[src/rtl/cgra_ker_scheduler.sv]
// Kernel scheduler in front of the CGRA controller: round-robin arbitration of
// kernel requests over free columns, one configuration handshake at a time.
package cgra_pkg;
  localparam int N_COL               = 4;
  localparam int KER_CONF_N_REG_LOG2 = 4;
endpackage

module cgra_ker_scheduler
  import cgra_pkg::*;
#(
  parameter int N_REQ = 2
) (
  input  logic                               clk_i,
  input  logic                               rst_i,
  input  logic [N_REQ-1:0]                   req_valid_i,
  input  logic [N_REQ*KER_CONF_N_REG_LOG2-1:0] req_ker_id_i,
  input  logic [N_REQ*N_COL-1:0]             req_col_mask_i,
  output logic [N_REQ-1:0]                   req_ready_o,
  output logic [N_REQ-1:0]                   done_o,
  output logic [N_COL-1:0]                   acc_req_o,
  output logic [KER_CONF_N_REG_LOG2-1:0]     ker_id_o,
  input  logic                               acc_ack_i,
  input  logic [N_COL-1:0]                   acc_end_i,
  output logic [N_COL-1:0]                   col_busy_o,
  output logic                               err_o
);

  localparam int IDX_W = (N_REQ > 1) ? $clog2(N_REQ) : 1;
  localparam int KW    = KER_CONF_N_REG_LOG2;

  localparam logic [1:0] S_IDLE  = 2'd0;
  localparam logic [1:0] S_ISSUE = 2'd1;
  localparam logic [1:0] S_GAP   = 2'd2;

  logic [1:0]       state;
  logic [IDX_W-1:0] rr_ptr;
  logic [IDX_W-1:0] grant_q;
  logic [N_COL-1:0] lat_mask;
  logic [KW-1:0]    ker_id_q;
  logic [N_COL-1:0] col_busy;
  logic [N_REQ-1:0] active;
  logic [N_REQ-1:0] done_q;
  logic             err_q;
  logic [N_COL-1:0] pend_mask [N_REQ];
  logic [IDX_W-1:0] owner [N_COL];

  logic [N_REQ-1:0] elig;
  logic [N_REQ-1:0] zr_cand;
  logic             any_elig;
  logic [IDX_W-1:0] gnt_idx;
  logic [IDX_W-1:0] rr_idx;
  logic [N_COL-1:0] gnt_mask;
  logic [KW-1:0]    gnt_kid;
  logic             zr_any;
  logic [IDX_W-1:0] zr_idx;
  logic             zr_fire;
  logic             issue_ack;
  logic [N_COL-1:0] valid_end;
  logic [N_COL-1:0] col_busy_nxt;
  logic [N_COL-1:0] pend_nxt [N_REQ];
  logic [N_REQ-1:0] active_nxt;
  logic [N_REQ-1:0] done_nxt;
  logic             err_nxt;

  // Eligibility uses the registered busy map, so a same-cycle end never sways a grant.
  always_comb begin
    elig    = '0;
    zr_cand = '0;
    for (int r = 0; r < N_REQ; r++) begin
      elig[r]    = req_valid_i[r] & ~active[r]
                 & (|req_col_mask_i[r*N_COL +: N_COL])
                 & ~(|(req_col_mask_i[r*N_COL +: N_COL] & col_busy));
      zr_cand[r] = req_valid_i[r] & ~active[r] & ~(|req_col_mask_i[r*N_COL +: N_COL]);
    end
  end

  always_comb begin
    any_elig = 1'b0;
    gnt_idx  = '0;
    rr_idx   = '0;
    for (int k = 0; k < N_REQ; k++) begin
      rr_idx = (int'(rr_ptr) + k >= N_REQ) ? IDX_W'(int'(rr_ptr) + k - N_REQ)
                                           : IDX_W'(int'(rr_ptr) + k);
      if (!any_elig && elig[rr_idx]) begin
        any_elig = 1'b1;
        gnt_idx  = rr_idx;
      end
    end
  end

  always_comb begin
    gnt_mask = '0;
    gnt_kid  = '0;
    zr_any   = 1'b0;
    zr_idx   = '0;
    for (int r = 0; r < N_REQ; r++) begin
      if (gnt_idx == IDX_W'(r)) begin
        gnt_mask = req_col_mask_i[r*N_COL +: N_COL];
        gnt_kid  = req_ker_id_i[r*KW +: KW];
      end
    end
    for (int r = N_REQ - 1; r >= 0; r--) begin
      if (zr_cand[r]) begin
        zr_any = 1'b1;
        zr_idx = IDX_W'(r);
      end
    end
  end

  assign issue_ack = (state == S_ISSUE) & acc_ack_i;
  // Zero-mask requests never touch the controller; they complete on the spot.
  assign zr_fire   = (state == S_IDLE) & ~any_elig & zr_any;

  always_comb begin
    req_ready_o = '0;
    if (!rst_i) begin
      if (issue_ack) begin
        req_ready_o[grant_q] = 1'b1;
      end else if (zr_fire) begin
        req_ready_o[zr_idx] = 1'b1;
      end
    end
  end

  assign valid_end    = acc_end_i & col_busy;
  assign col_busy_nxt = (col_busy & ~valid_end) | (issue_ack ? lat_mask : '0);
  assign err_nxt      = err_q | (|(acc_end_i & ~col_busy))
                      | (acc_ack_i & (state != S_ISSUE));

  // Column ends are routed back to their owners; an emptied pend_mask retires the kernel.
  always_comb begin
    active_nxt = '0;
    done_nxt   = '0;
    for (int r = 0; r < N_REQ; r++) begin
      pend_nxt[r] = pend_mask[r];
      for (int c = 0; c < N_COL; c++) begin
        if (valid_end[c] && (owner[c] == IDX_W'(r))) begin
          pend_nxt[r][c] = 1'b0;
        end
      end
      done_nxt[r]   = active[r] & (|pend_mask[r]) & ~(|pend_nxt[r]);
      active_nxt[r] = active[r] & ~done_nxt[r];
      if (zr_fire && (zr_idx == IDX_W'(r))) begin
        done_nxt[r] = 1'b1;
      end
      if (issue_ack && (grant_q == IDX_W'(r))) begin
        pend_nxt[r]   = lat_mask;
        active_nxt[r] = 1'b1;
      end
    end
  end

  always_ff @(posedge clk_i or posedge rst_i) begin
    if (rst_i) begin
      state    <= S_IDLE;
      rr_ptr   <= '0;
      grant_q  <= '0;
      lat_mask <= '0;
      ker_id_q <= '0;
      col_busy <= '0;
      active   <= '0;
      done_q   <= '0;
      err_q    <= 1'b0;
      for (int r = 0; r < N_REQ; r++) begin
        pend_mask[r] <= '0;
      end
      for (int c = 0; c < N_COL; c++) begin
        owner[c] <= '0;
      end
    end else begin
      col_busy <= col_busy_nxt;
      active   <= active_nxt;
      done_q   <= done_nxt;
      err_q    <= err_nxt;
      for (int r = 0; r < N_REQ; r++) begin
        pend_mask[r] <= pend_nxt[r];
      end
      if (issue_ack) begin
        for (int c = 0; c < N_COL; c++) begin
          if (lat_mask[c]) begin
            owner[c] <= grant_q;
          end
        end
      end
      case (state)
        S_IDLE: begin
          if (any_elig) begin
            grant_q  <= gnt_idx;
            lat_mask <= gnt_mask;
            ker_id_q <= gnt_kid;
            rr_ptr   <= (gnt_idx == IDX_W'(N_REQ - 1)) ? '0 : gnt_idx + IDX_W'(1);
            state    <= S_ISSUE;
          end
        end
        S_ISSUE: begin
          if (acc_ack_i) begin
            state <= S_GAP;
          end
        end
        S_GAP:   state <= S_IDLE;
        default: state <= S_IDLE;
      endcase
    end
  end

  assign acc_req_o  = (state == S_ISSUE) ? lat_mask : '0;
  assign ker_id_o   = ker_id_q;
  assign col_busy_o = col_busy;
  assign done_o     = done_q;
  assign err_o      = err_q;

endmodule
[config.mk]
export PLATFORM = sky130hd
export DESIGN_NAME = cgra_ker_scheduler
export DESIGN_NICKNAME = d
export VERILOG_FILES = /design/src/rtl/cgra_ker_scheduler.sv
export SDC_FILE = /design/constraint.sdc
export NUM_CORES = 1
export LEC_CHECK = 0
export BUFFER_PORTS_ARGS = -buffer_cell sky130_fd_sc_hd__buf_2
export CAP_MARGIN = 20
export CORE_UTILIZATION = 33
export DETAILED_ROUTE_END_ITERATION = 7
export SYNTH_ARGS = -nofsm -noshare
export SYNTH_HDL_FRONTEND = slang
export SYNTH_SLANG_ARGS = --single-unit
[constraint.sdc]
create_clock -name clk_i -period 2.9 [get_ports clk_i]
set_clock_uncertainty 0.05 [all_clocks]
set_input_delay 0.29 -clock clk_i [delete_from_list [all_inputs] [get_ports clk_i]]
set_output_delay 0.29 -clock clk_i [all_outputs]
set_load 0.005 [all_outputs]
==> qor.yml <==
pwr:
  irDropWorstVdd_mv: 0.372
  leakagePower_nw: 0.916
  pwr_density_cell_nw_per_um2: 941
cells_and_area:
  multiInputGateArea_um2: 711
  syn_to_final_growth_pct: 22.4
  stdcell_count: 260
  drive_gt1_share_pct: 26.9
  nets: 233
  fillCellCount: 439
  seq_area_um2: 826
  fin_util_pct: 43.4
  diodes: 0
worst_hold_path:
  hp-class: "input pin to async pin"
run_status:
  violations: "design-rule violations"
  status: "complete, but fails checks"
setup_path:
  worstPathArrival_ns: 2.02
  path_max_fanout: 10
  r2r_slack_ns: 0.70
  path_buf_inv: 3
  cp.required_ns: 2.56
  r2r_start: "col_busy_o[1]"
  slowest_delay_ns: 0.44
  criticalPathCategory: "register to primary output"
  worstPathCellList: "nor2b_1 > and2_1 > nor2b_1 > buf_4 > inv_1 > a21oi_1 > buf_2"
  crit_family: "simple AND/OR/NAND/NOR gates"
  critPathCaptureType: "primary output"
  start_kind: "register"
  worst-r2r-cell-count: 5
  cp_common_cell: "nor2b_1"
  crit_path_top_delay_cell: "dfrtp_1"
  r2r-end: "lat_mask[1]"
synthesis:
  synth.most_common_cell: "nand2_1"
  synth_cells: 161
  synth_top_area_share_pct: 52.1
  synth_top_cell_by_area: "dfrtp_1"
  seq_area_frac_synth_pct: 52.1
  synth_edf_count: 0
  ys_top_cells_by_area: "dfrtp_1 52%, nand2_1 8.8%, o21ai_0 5.4%"
  synth.avg_cell_area_um2: 9.85
  synth_top_flop_cell: "dfrtp_1"
  async_flop_share_pct: 100
  syn_area_um2: 1590
  yosys-top-cells-count: "37 x nand2_1, 33 x dfrtp_1, 17 x o21ai_0, 8 x a221o_1, 7 x inv_1"
  ys_ff_latch: 33
  yosysWarnings: 0
  synth.distinct_cells: 37
  synth_nets: 186
placed_design:
  dp_slack_ns: 0.733
  dp_cells: 253
  gp_congestion: 0.867
  portBuffers: 41
  hpwl_mm: 3.06
clock_network:
  clk_pin_slew_ns: 0.07
  cts_inserted_buffers: 5
  clock_latency_ns: 0.29
  postCtsSetupRepairBufs: 0
  cts_buffer_depth: 2
  cts_resized: 0
  cts_tree: "built"
  cts_sinks: 33
  cts_hold_buf: 0
  cts_max_level: 2
  ctsRootBufferMaster: "clkbuf_8"
global_routing:
  antenna_found_initial: 0
  grt-ovfl-total: 0
  grt_pass1_vias: 1329
  grt_pass1_wl_mm: 6.59
  grt_max_degree: 19
  grt_usage_pct: 17.4
drt:
  drc: 1
  vias_per_cell: 5.34
  routed_wl_mm: 4.03
  drtIter0Drc: 54
  wire_per_inst_um: 15.5
  antenna_left: 0
  drt-pass1-iter-count: 6
  num_vias: 1389
timing:
  max_clock_freq_mhz: 424
  setup_viol: 0
  min_period_ns: 2.36
  final.setup.tns_ns: 0
  hold_viol: 0
  hold_ws_ns: 0.0326
  rsz0062_at_grt: "no"
  layout_setup_ws_ns: 0.544
  fin_crit_sh_pct: 81.2
  worst_slew_pin_slew_ns: 0.612
  slew_headroom_pct: 59.2
  slew_viol_final: 0
die:
  ios: 42
  design.die.area_um2: 5090
  rows: 24
  core_um2: 4470
  chipWidth_um: 71.3
  die_h_um: 71.3
  initial_core_util_pct: 35.5
job:
  max_cap_viol_count: 0
[report_power, final]
group	internal (mW)	leakage [nW]	total, mW	switching, mW
clock network	0.188	0.0443	0.346	0.158
logic	0.308	0.452	0.643	0.335
registers	0.652	0.420	0.839	0.187
[routing by layer]
| layer | wire, um | GRT usage [%] | part of all wire [%] | vias to the layer above |
|---|---|---|---|---|
| li1 | - | - | - | 682 |
| met1 | 1840 | 23.4 | 46 | 661 |
| met2 | 1910 | 26.7 | 47 | 39 |
| met3 | 189 | 3.38 | 4.7 | 7 |
| met4 | 92 | 9.33 | 2.3 | 0 |
| met5 | 0 | 0 | 0 | - |
[worst register-to-register path, delay by kind of cell, from the launching register on]
kind	cells	cell delay (ns)
and+or+nand+nor	1	0.14
AOI/OAI and AO/OA	4	1.42
DFF	1	0.48
[cells in the final DEF, fill, tap and decap left out, types with 4 or more instances in the layout]
cell type	netlist	layout
o21ai_0	17	17
a221o_1	8	8
inv_1	7	7
nor3b_1	5	5
and2_1	5	5
a21oi_1	4	4
clkbuf_8	0	6
nand2_1	37	37
nand3_1	6	6
buf_2	1	41
dfrtp_1	33	33
[sequential cells by signal (all words and copies together), names as in the netlist]
name and flops:
active 2, ker_id_o 4, pend_mask 8, done_o 2
state 2, err_o 1, grant_q 1, col_busy_o 4
rr_ptr 1, lat_mask 4, owner 4
[cell type report]
cell class	count	area share [%]
multi-input combinational	117	36.6
tap	52	3.35
timing repair buffer	44	11.7
sequential	33	42.5
clock buffer	7	4.45
inverter	7	1.35
[worst max-delay path by stage]
stage                           to  depth (start not counted)  slack [ns]           from
finish              req_ready_o[0]                          7        0.54       state[0]
floorplan              ker_id_o[1]                          6        0.91  col_busy_o[1]
global placement       lat_mask[0]                          5        0.73  col_busy_o[1]
detailed placement     lat_mask[3]                          5        0.73  col_busy_o[1]
global route        req_ready_o[0]                          7        0.35       state[0]
CTS                 req_ready_o[0]                          7        0.56       state[0]
[through the flow]
step	area [um2]	power [mW]
5_1_grt	1940	1.97
3_5_place_dp	1860	1.49
6_report	1940	1.83
4_1_cts	1940	1.84
3_3_place_gp	1860	1.48
2_1_floorplan	1590	1.25
[cells by family (layout without fill, tap and decap cells)]
logic type | after synthesis | after routing | share of synthesized area (%)
and+or+nand+nor | 75 | 75 | 23.7
DFF | 33 | 33 | 52.1
buffers and inverters | 11 | 58 | 3.15
AOI/OAI and AO/OA | 42 | 42 | 21.1
No activity file was read; power rests on OpenSTA's default activity.
